<file path="src/rtl/sys_bridge_n_pkg.sv">
// Shared constants for the CPU-to-peripheral bridge: default window map, device indices, HWInt bit positions.
// Also holds the registered read-response bundle and the window base helper.
package sys_bridge_n_pkg;

    localparam logic [31:0] DEF_BASE_ADDR  = 32'h0000_7F00;
    localparam logic [31:0] DEF_DEV_STRIDE = 32'h0000_0010;

    localparam int DEV_TIMER0 = 0;
    localparam int DEV_TIMER1 = 1;
    localparam int DEV_UART   = 2;
    localparam int DEV_GPIO   = 3;

    // hw_int[k] lands on CP0 HWInt[k+2]
    localparam int HWINT_LSB    = 2;
    localparam int HWINT_TIMER0 = 2;
    localparam int HWINT_TIMER1 = 3;
    localparam int HWINT_UART   = 4;
    localparam int HWINT_GPIO   = 5;

    typedef struct packed {
        logic [31:0] dat;
        logic        vld;
        logic        err;
    } rd_rsp_t;

    function automatic logic [31:0] win_base(input logic [31:0] base,
                                             input logic [31:0] stride,
                                             input int          idx);
        return base + stride * 32'(idx);
    endfunction

endpackage

</file>
<file path="src/rtl/sys_bridge_n_irq_sync.sv">
// One interrupt line: synchroniser, rising-edge detect, pending latch with ack, level/edge select.
// Latency: SYNC_STAGES+1 cycles (level) or SYNC_STAGES+2 cycles (edge); no backpressure.
module sys_bridge_n_irq_sync #(
    parameter int SYNC_STAGES = 2,
    parameter bit EDGE_MODE   = 1'b0
) (
    input  logic clk,
    input  logic reset_n,
    input  logic irq_in,
    input  logic irq_ack,
    output logic hw_int
);

    logic [SYNC_STAGES-1:0] sync_q;
    logic                   s;
    logic                   s_d_q;
    logic                   pend_q;
    logic                   pend_d;
    logic                   hw_int_q;
    logic                   hw_int_d;

    assign s = sync_q[SYNC_STAGES-1];

    // A fresh edge beats a simultaneous ack so no interrupt is lost.
    always_comb begin
        pend_d   = (pend_q & ~irq_ack) | (s & ~s_d_q);
        hw_int_d = EDGE_MODE ? pend_q : s;
    end

    always_ff @(posedge clk or negedge reset_n) begin
        if (!reset_n) begin
            sync_q   <= '0;
            s_d_q    <= 1'b0;
            pend_q   <= 1'b0;
            hw_int_q <= 1'b0;
        end else begin
            sync_q   <= {sync_q[SYNC_STAGES-2:0], irq_in};
            s_d_q    <= s;
            pend_q   <= pend_d;
            hw_int_q <= hw_int_d;
        end
    end

    assign hw_int = hw_int_q;

endmodule

</file>
<file path="src/rtl/sys_bridge_n.sv">
// Bridge from the CPU data port to NUM_DEV address windows, plus interrupt synchronisation to CP0.
// Latency: writes strobe combinationally, reads/errors respond exactly 1 cycle later; no backpressure.
module sys_bridge_n
    import sys_bridge_n_pkg::*;
#(
    parameter int                   NUM_DEV     = 4,
    parameter logic [31:0]          BASE_ADDR   = DEF_BASE_ADDR,
    parameter logic [31:0]          DEV_STRIDE  = DEF_DEV_STRIDE,
    parameter int                   DEV_WORDS   = 3,
    parameter int                   NUM_IRQ     = 6,
    parameter int                   SYNC_STAGES = 2,
    parameter logic [NUM_IRQ-1:0]   IRQ_EDGE    = '0
) (
    input  logic                    clk,
    input  logic                    reset_n,
    input  logic [31:0]             pr_addr,
    input  logic [31:0]             pr_wd,
    input  logic                    pr_we,
    input  logic                    pr_re,
    output logic [31:0]             pr_rd,
    output logic                    pr_rd_valid,
    output logic                    pr_err,
    output logic [1:0]              dev_addr,
    output logic [31:0]             dev_wd,
    output logic [NUM_DEV-1:0]      dev_we,
    input  logic [32*NUM_DEV-1:0]   dev_rd,
    input  logic [NUM_IRQ-1:0]      irq_in,
    input  logic [NUM_IRQ-1:0]      irq_ack,
    output logic [NUM_IRQ-1:0]      hw_int
);

    logic [NUM_DEV-1:0]         hit;
    logic [NUM_DEV-1:0][31:0]   masked_rd;
    logic [31:0]                rd_mux;
    logic                       any_hit;
    logic                       wr_ok;
    logic                       rd_ok;
    logic                       acc_err;
    rd_rsp_t                    rsp_q;
    rd_rsp_t                    rsp_d;

    assign wr_ok = pr_we & ~pr_re;
    assign rd_ok = pr_re & ~pr_we;

    for (genvar i = 0; i < NUM_DEV; i++) begin : g_dev
        localparam logic [31:0] LO = win_base(BASE_ADDR, DEV_STRIDE, i);
        localparam logic [31:0] HI = LO + 32'(4 * DEV_WORDS - 1);

        assign hit[i]       = (pr_addr >= LO) && (pr_addr <= HI) && (pr_addr[1:0] == 2'b00);
        // Gated by reset_n so no device can be written while the bridge is held in reset.
        assign dev_we[i]    = reset_n & wr_ok & hit[i];
        assign masked_rd[i] = hit[i] ? dev_rd[32*i +: 32] : 32'h0;
    end

    always_comb begin
        rd_mux = '0;
        for (int i = 0; i < NUM_DEV; i++) begin
            rd_mux = rd_mux | masked_rd[i];
        end
    end

    assign any_hit  = |hit;
    assign acc_err  = (pr_re | pr_we) & (~any_hit | (pr_re & pr_we));
    assign dev_wd   = pr_wd;
    assign dev_addr = pr_addr[3:2];

    // A conflicting re+we access is not a read, so it reports pr_err only.
    always_comb begin
        rsp_d     = '0;
        rsp_d.dat = rsp_q.dat;
        if (rd_ok) begin
            rsp_d.vld = 1'b1;
            rsp_d.dat = any_hit ? rd_mux : 32'h0;
        end
        rsp_d.err = acc_err;
    end

    always_ff @(posedge clk or negedge reset_n) begin
        if (!reset_n) begin
            rsp_q <= '0;
        end else begin
            rsp_q <= rsp_d;
        end
    end

    assign pr_rd       = rsp_q.dat;
    assign pr_rd_valid = rsp_q.vld;
    assign pr_err      = rsp_q.err;

    for (genvar k = 0; k < NUM_IRQ; k++) begin : g_irq
        sys_bridge_n_irq_sync #(
            .SYNC_STAGES (SYNC_STAGES),
            .EDGE_MODE   (IRQ_EDGE[k])
        ) u_irq_sync (
            .clk     (clk),
            .reset_n (reset_n),
            .irq_in  (irq_in[k]),
            .irq_ack (irq_ack[k]),
            .hw_int  (hw_int[k])
        );
    end

endmodule

</file>
<file path="config.mk">
export PLATFORM = sky130hd
export DESIGN_NAME = sys_bridge_n
export DESIGN_NICKNAME = d
export VERILOG_FILES = /design/src/rtl/sys_bridge_n_pkg.sv /design/src/rtl/sys_bridge_n_irq_sync.sv /design/src/rtl/sys_bridge_n.sv
export SDC_FILE = /design/constraint.sdc
export NUM_CORES = 1
export LEC_CHECK = 0
export CORE_ASPECT_RATIO = 1.25
export CORE_MARGIN = 8
export CORE_UTILIZATION = 34
export CTS_BUF_LIST = sky130_fd_sc_hd__clkbuf_4 sky130_fd_sc_hd__clkbuf_8 sky130_fd_sc_hd__clkbuf_16
export CTS_CLUSTER_SIZE = 16
export DETAILED_ROUTE_END_ITERATION = 10
export PLACE_DENSITY_LB_ADDON = 0.12
export REMOVE_ABC_BUFFERS = 1
export SYNTH_ARGS = -nofsm -noshare
export SYNTH_HDL_FRONTEND = slang
export SYNTH_SLANG_ARGS = --single-unit
</file>
<file path="constraint.sdc">
create_clock -name clk -period 1.7 [get_ports clk]
set_input_delay 0.17 -clock clk [delete_from_list [all_inputs] [get_ports clk]]
set_output_delay 0.17 -clock clk [all_outputs]
set_load 0.03 [all_outputs]
</file>
==> summary.md <==
| Metric | Value |
|---|---|
| FF/Latch Area | 1300 um2 |
| Clk sinks | 52 |
| Worst EP required | 1.53 ns |
| Ys flop type | dfrtp_1 |
| Netlist Area Pre-Place | 3130 um2 |
| Initial antenna violation count | 0 |
| WS Path Type | in2out |
| Reg-to-Reg Start | pr_rd[31] |
| Core ar. | 9080 um2 |
| Starting Density | 34.5% |
| Leading area contributor after synthesis | dfrtp_1 |
| Layout cells sized above 1 | 12.0% |
| Main area contributors after synthesis | dfrtp_1, mux2i_1, buf_4, o22a_1, nand2_1 |
| Post-route ant nets | 0 |
| Mapped Cells | 302 |
| Yosys warns | 0 |
| Number of global-route vias before repair | 3,189 |
| Post-DR vias/cell | 4.94 |
| Max transition margin | 56.9% |
| Layout fillers | 810 |
| Final Util | 59.8% |
| Power per Cell Area | 545 nW/um2 |
| Drt pass-1 iters | 4 |
| Die H | 123 um |
| FFs w/ async S/R, synth | 100% |
| Post-synthesis sequential area ratio | 41.5% |
| Chip width | 102 um |
| Lkg Pwr | 2.34 nW |
| Max-cap violation count | 0 |
| Final instance area | 5430 um2 |
| Hold Slack | 0.0666 ns |
| Fin Clk Skew | 0.00263 ns |
| Inserted Diodes | 0 |
| Final wirelength | 13.0 mm |
| Critical Path End Type | output pin |
| Max FO, Critical Path | 4 |
| Worst vdd ir | 332 uV |
| Worst reg2reg endpoint | pr_rd[31] |
| Final number of hold-violating endpoints | 0 |
| Largest net degree at the start of global routing | 53 |
| PnR worst setup slack | -0.0114 ns |
| P&R area growth vs syn | 73.2% |
| Root Buffer Master | clkbuf_16 |
| Crit share post-route | 101% |
| Slowest cell delay on critical path | 0.32 ns |
| Final nets | 689 |
| Failing checks | setup timing |
| I/O pin count | 286 |
| Number of setup violations in the final report | 1 |
| Final Max Slew Viols | 0 |
| Synth top area share | 41.5% |
| Routability cong. | 0.795 |
| Total CTS buffers | 5 |
| CP Launch Type | input pin |
| Overflow after GRT | 0 |
| I/O Buffers | 215 |
| Hold buffers post-CTS | 0 |
| Vias | 2,986 |
| DIE AREA | 12,600 um2 |
| HPWL Detailed | 10.0 mm |
| DR WL/cell | 21.4 um |
| Worst-Margin Slew | 0.647 ns |
| Post-synthesis average cell area | 10.4 um2 |
| Num rows | 39 |
| Max Freq | 584 MHz |
| TritonCTS clock tree | built |
| Post-synth EDFFs | 0 |
| DRT iter0 DRCs | 86 |
| Gr usage total | 18.9% |
| Slowest-stage cell, CP | and4b_2 |
| Yosys cell types | 30 |
| Area occupied by multi-input gates | 1510 um2 |
| R2r worst-path depth | 2 |
| HP Class | in2async |
| Post-synthesis register bit count | 52 |
| Post-route insts no fill | 605 |
| Unrepaired setup endpoints after global routing | true |
| Residual DRC | 0 |
| Status | finished, violations left |
| CP Data Arrival Time | 1.54 ns |
| Final Power | 0.00296 W |
| Global-route wire length before repair | 18.1 mm |
| Flop2flop setup slack | 1.06 ns |
| Inst Count DP | 591 |
| Clk pin slew, worst setup/hold paths | 0.06 ns |
| Min cycle time layout | 1.71 ns |
| Critical-path cell list | clkdlybuf4s15_1 -> nor4_2 -> and4b_2 -> nand3_4 -> nor4_4 -> buf_6 |
| Worst-skew pair later-pin latency | 0.28 ns |
| Clock Tree Buf Depth | 2 |
| H-Tree Depth | 2 |
| Placed Area | 5130 um2 |
## critical path, delay by kind of cell
kind | cells | cell delay [ns]
buffers and inverters | 2 | 0.35
AND/OR/NAND/NOR | 4 | 1.01
## layout make-up
cell class | count | area share (%)
clock inverter | 2 | 0.185
timing repair buffer | 232 | 42.5
inverter | 2 | 0.138
clock buffer | 6 | 2.56
sequential | 52 | 24.0
multi-input combinational | 188 | 27.8
tap | 123 | 2.84
## flip-flops by register name (all words and copies together), names as in the netlist
register,cells
pr_rd,32
pr_err,1
g_irq.u_irq_sync.sync_q,12
pr_rd_valid,1
g_irq.u_irq_sync.hw_int,6
## Yosys cell counts, types with 3 or more instances
cell	n
o21ai_2	5
buf_4	41
nand2_1	34
o21ai_1	25
dfrtp_1	52
o22a_1	30
mux2i_1	64
nor3_1	3
buf_2	11
buf_6	3
nor4_1	6
clkbuf_1	4
## through the flow
step | TNS [ns] | worst slack, ns
4_1_cts | 0 | 0.00842
6_report | -0.0114 | -0.0114
5_1_grt | -0.135 | -0.0751
3_5_place_dp | -4.45 | -0.212
2_1_floorplan | -11.75 | -0.387
3_3_place_gp | -4.61 | -0.189
## how the worst max path moves through the flow
| stage | end | cells after the start | startpoint |
|---|---|---|---|
| 5_1_grt | dev_we[3] | 6 | pr_addr[29] |
| 3_5_place_dp | dev_we[2] | 6 | pr_addr[20] |
| 2_1_floorplan | dev_we[2] | 3 | pr_addr[15] |
| 4_1_cts | dev_we[1] | 5 | pr_addr[6] |
| 3_3_place_gp | dev_we[2] | 6 | pr_addr[26] |
| 6_report | dev_we[3] | 6 | pr_addr[29] |
## cells by family (layout without fill, tap and decap cells)
family                     Yosys count  after routing  share of synthesized area [%]
AOI/OAI and AO/OA                   68             69                           16.1
adders and majority gates            1              1                          0.320
buffers and inverters               63            242                           13.6
DFF                                 52             52                           41.5
muxes                               64             64                           20.4
and+or+nand+nor                     54             54                           8.03
## metal layers
layer	GRT usage, %	share of wire [%]	up-vias	wire length, um
met1	19.0	36	1396	4630
met2	31.9	48	171	6270
met4	3.96	1.0	2	136
met5	4.86	0.52	-	67
li1	-	-	1407	-
met3	11.8	14	10	1870
## what timing repair did
item,4_1_cts,5_1_grt
hold endpoints to repair,0,0
buffers inserted,4,1
gates resized for setup,30,25
cloned,0,1
setup endpoints to repair,4,6
pin swaps,12,9
## cells in the final DEF, fill, tap and decap left out, types with 2 or more instances in the layout
master / n
buf_12: 3
buf_4: 18
clkbuf_16: 5
clkdlybuf4s15_1: 4
clkdlybuf4s50_1: 179
clkinv_2: 2
dfrtp_1: 52
dlygate4sd2_1: 15
dlymetal6s2s_1: 10
mux2i_1: 64
nand2_1: 33
nand4_1: 2
nor2_1: 2
nor3_2: 2
nor4_2: 5
o21ai_0: 2
o21ai_1: 25
o21ai_2: 5
o22a_1: 30
o22a_2: 2
## power by group
| group | total (W) | internal (W) | switching (W) |
|---|---|---|---|
| clock network | 0.000984 | 0.000580 | 0.000404 |
| logic | 0.000707 | 0.000458 | 0.000249 |
| registers | 0.00127 | 0.00126 | 0.00000616 |
Power figures use the tool's default switching activity.
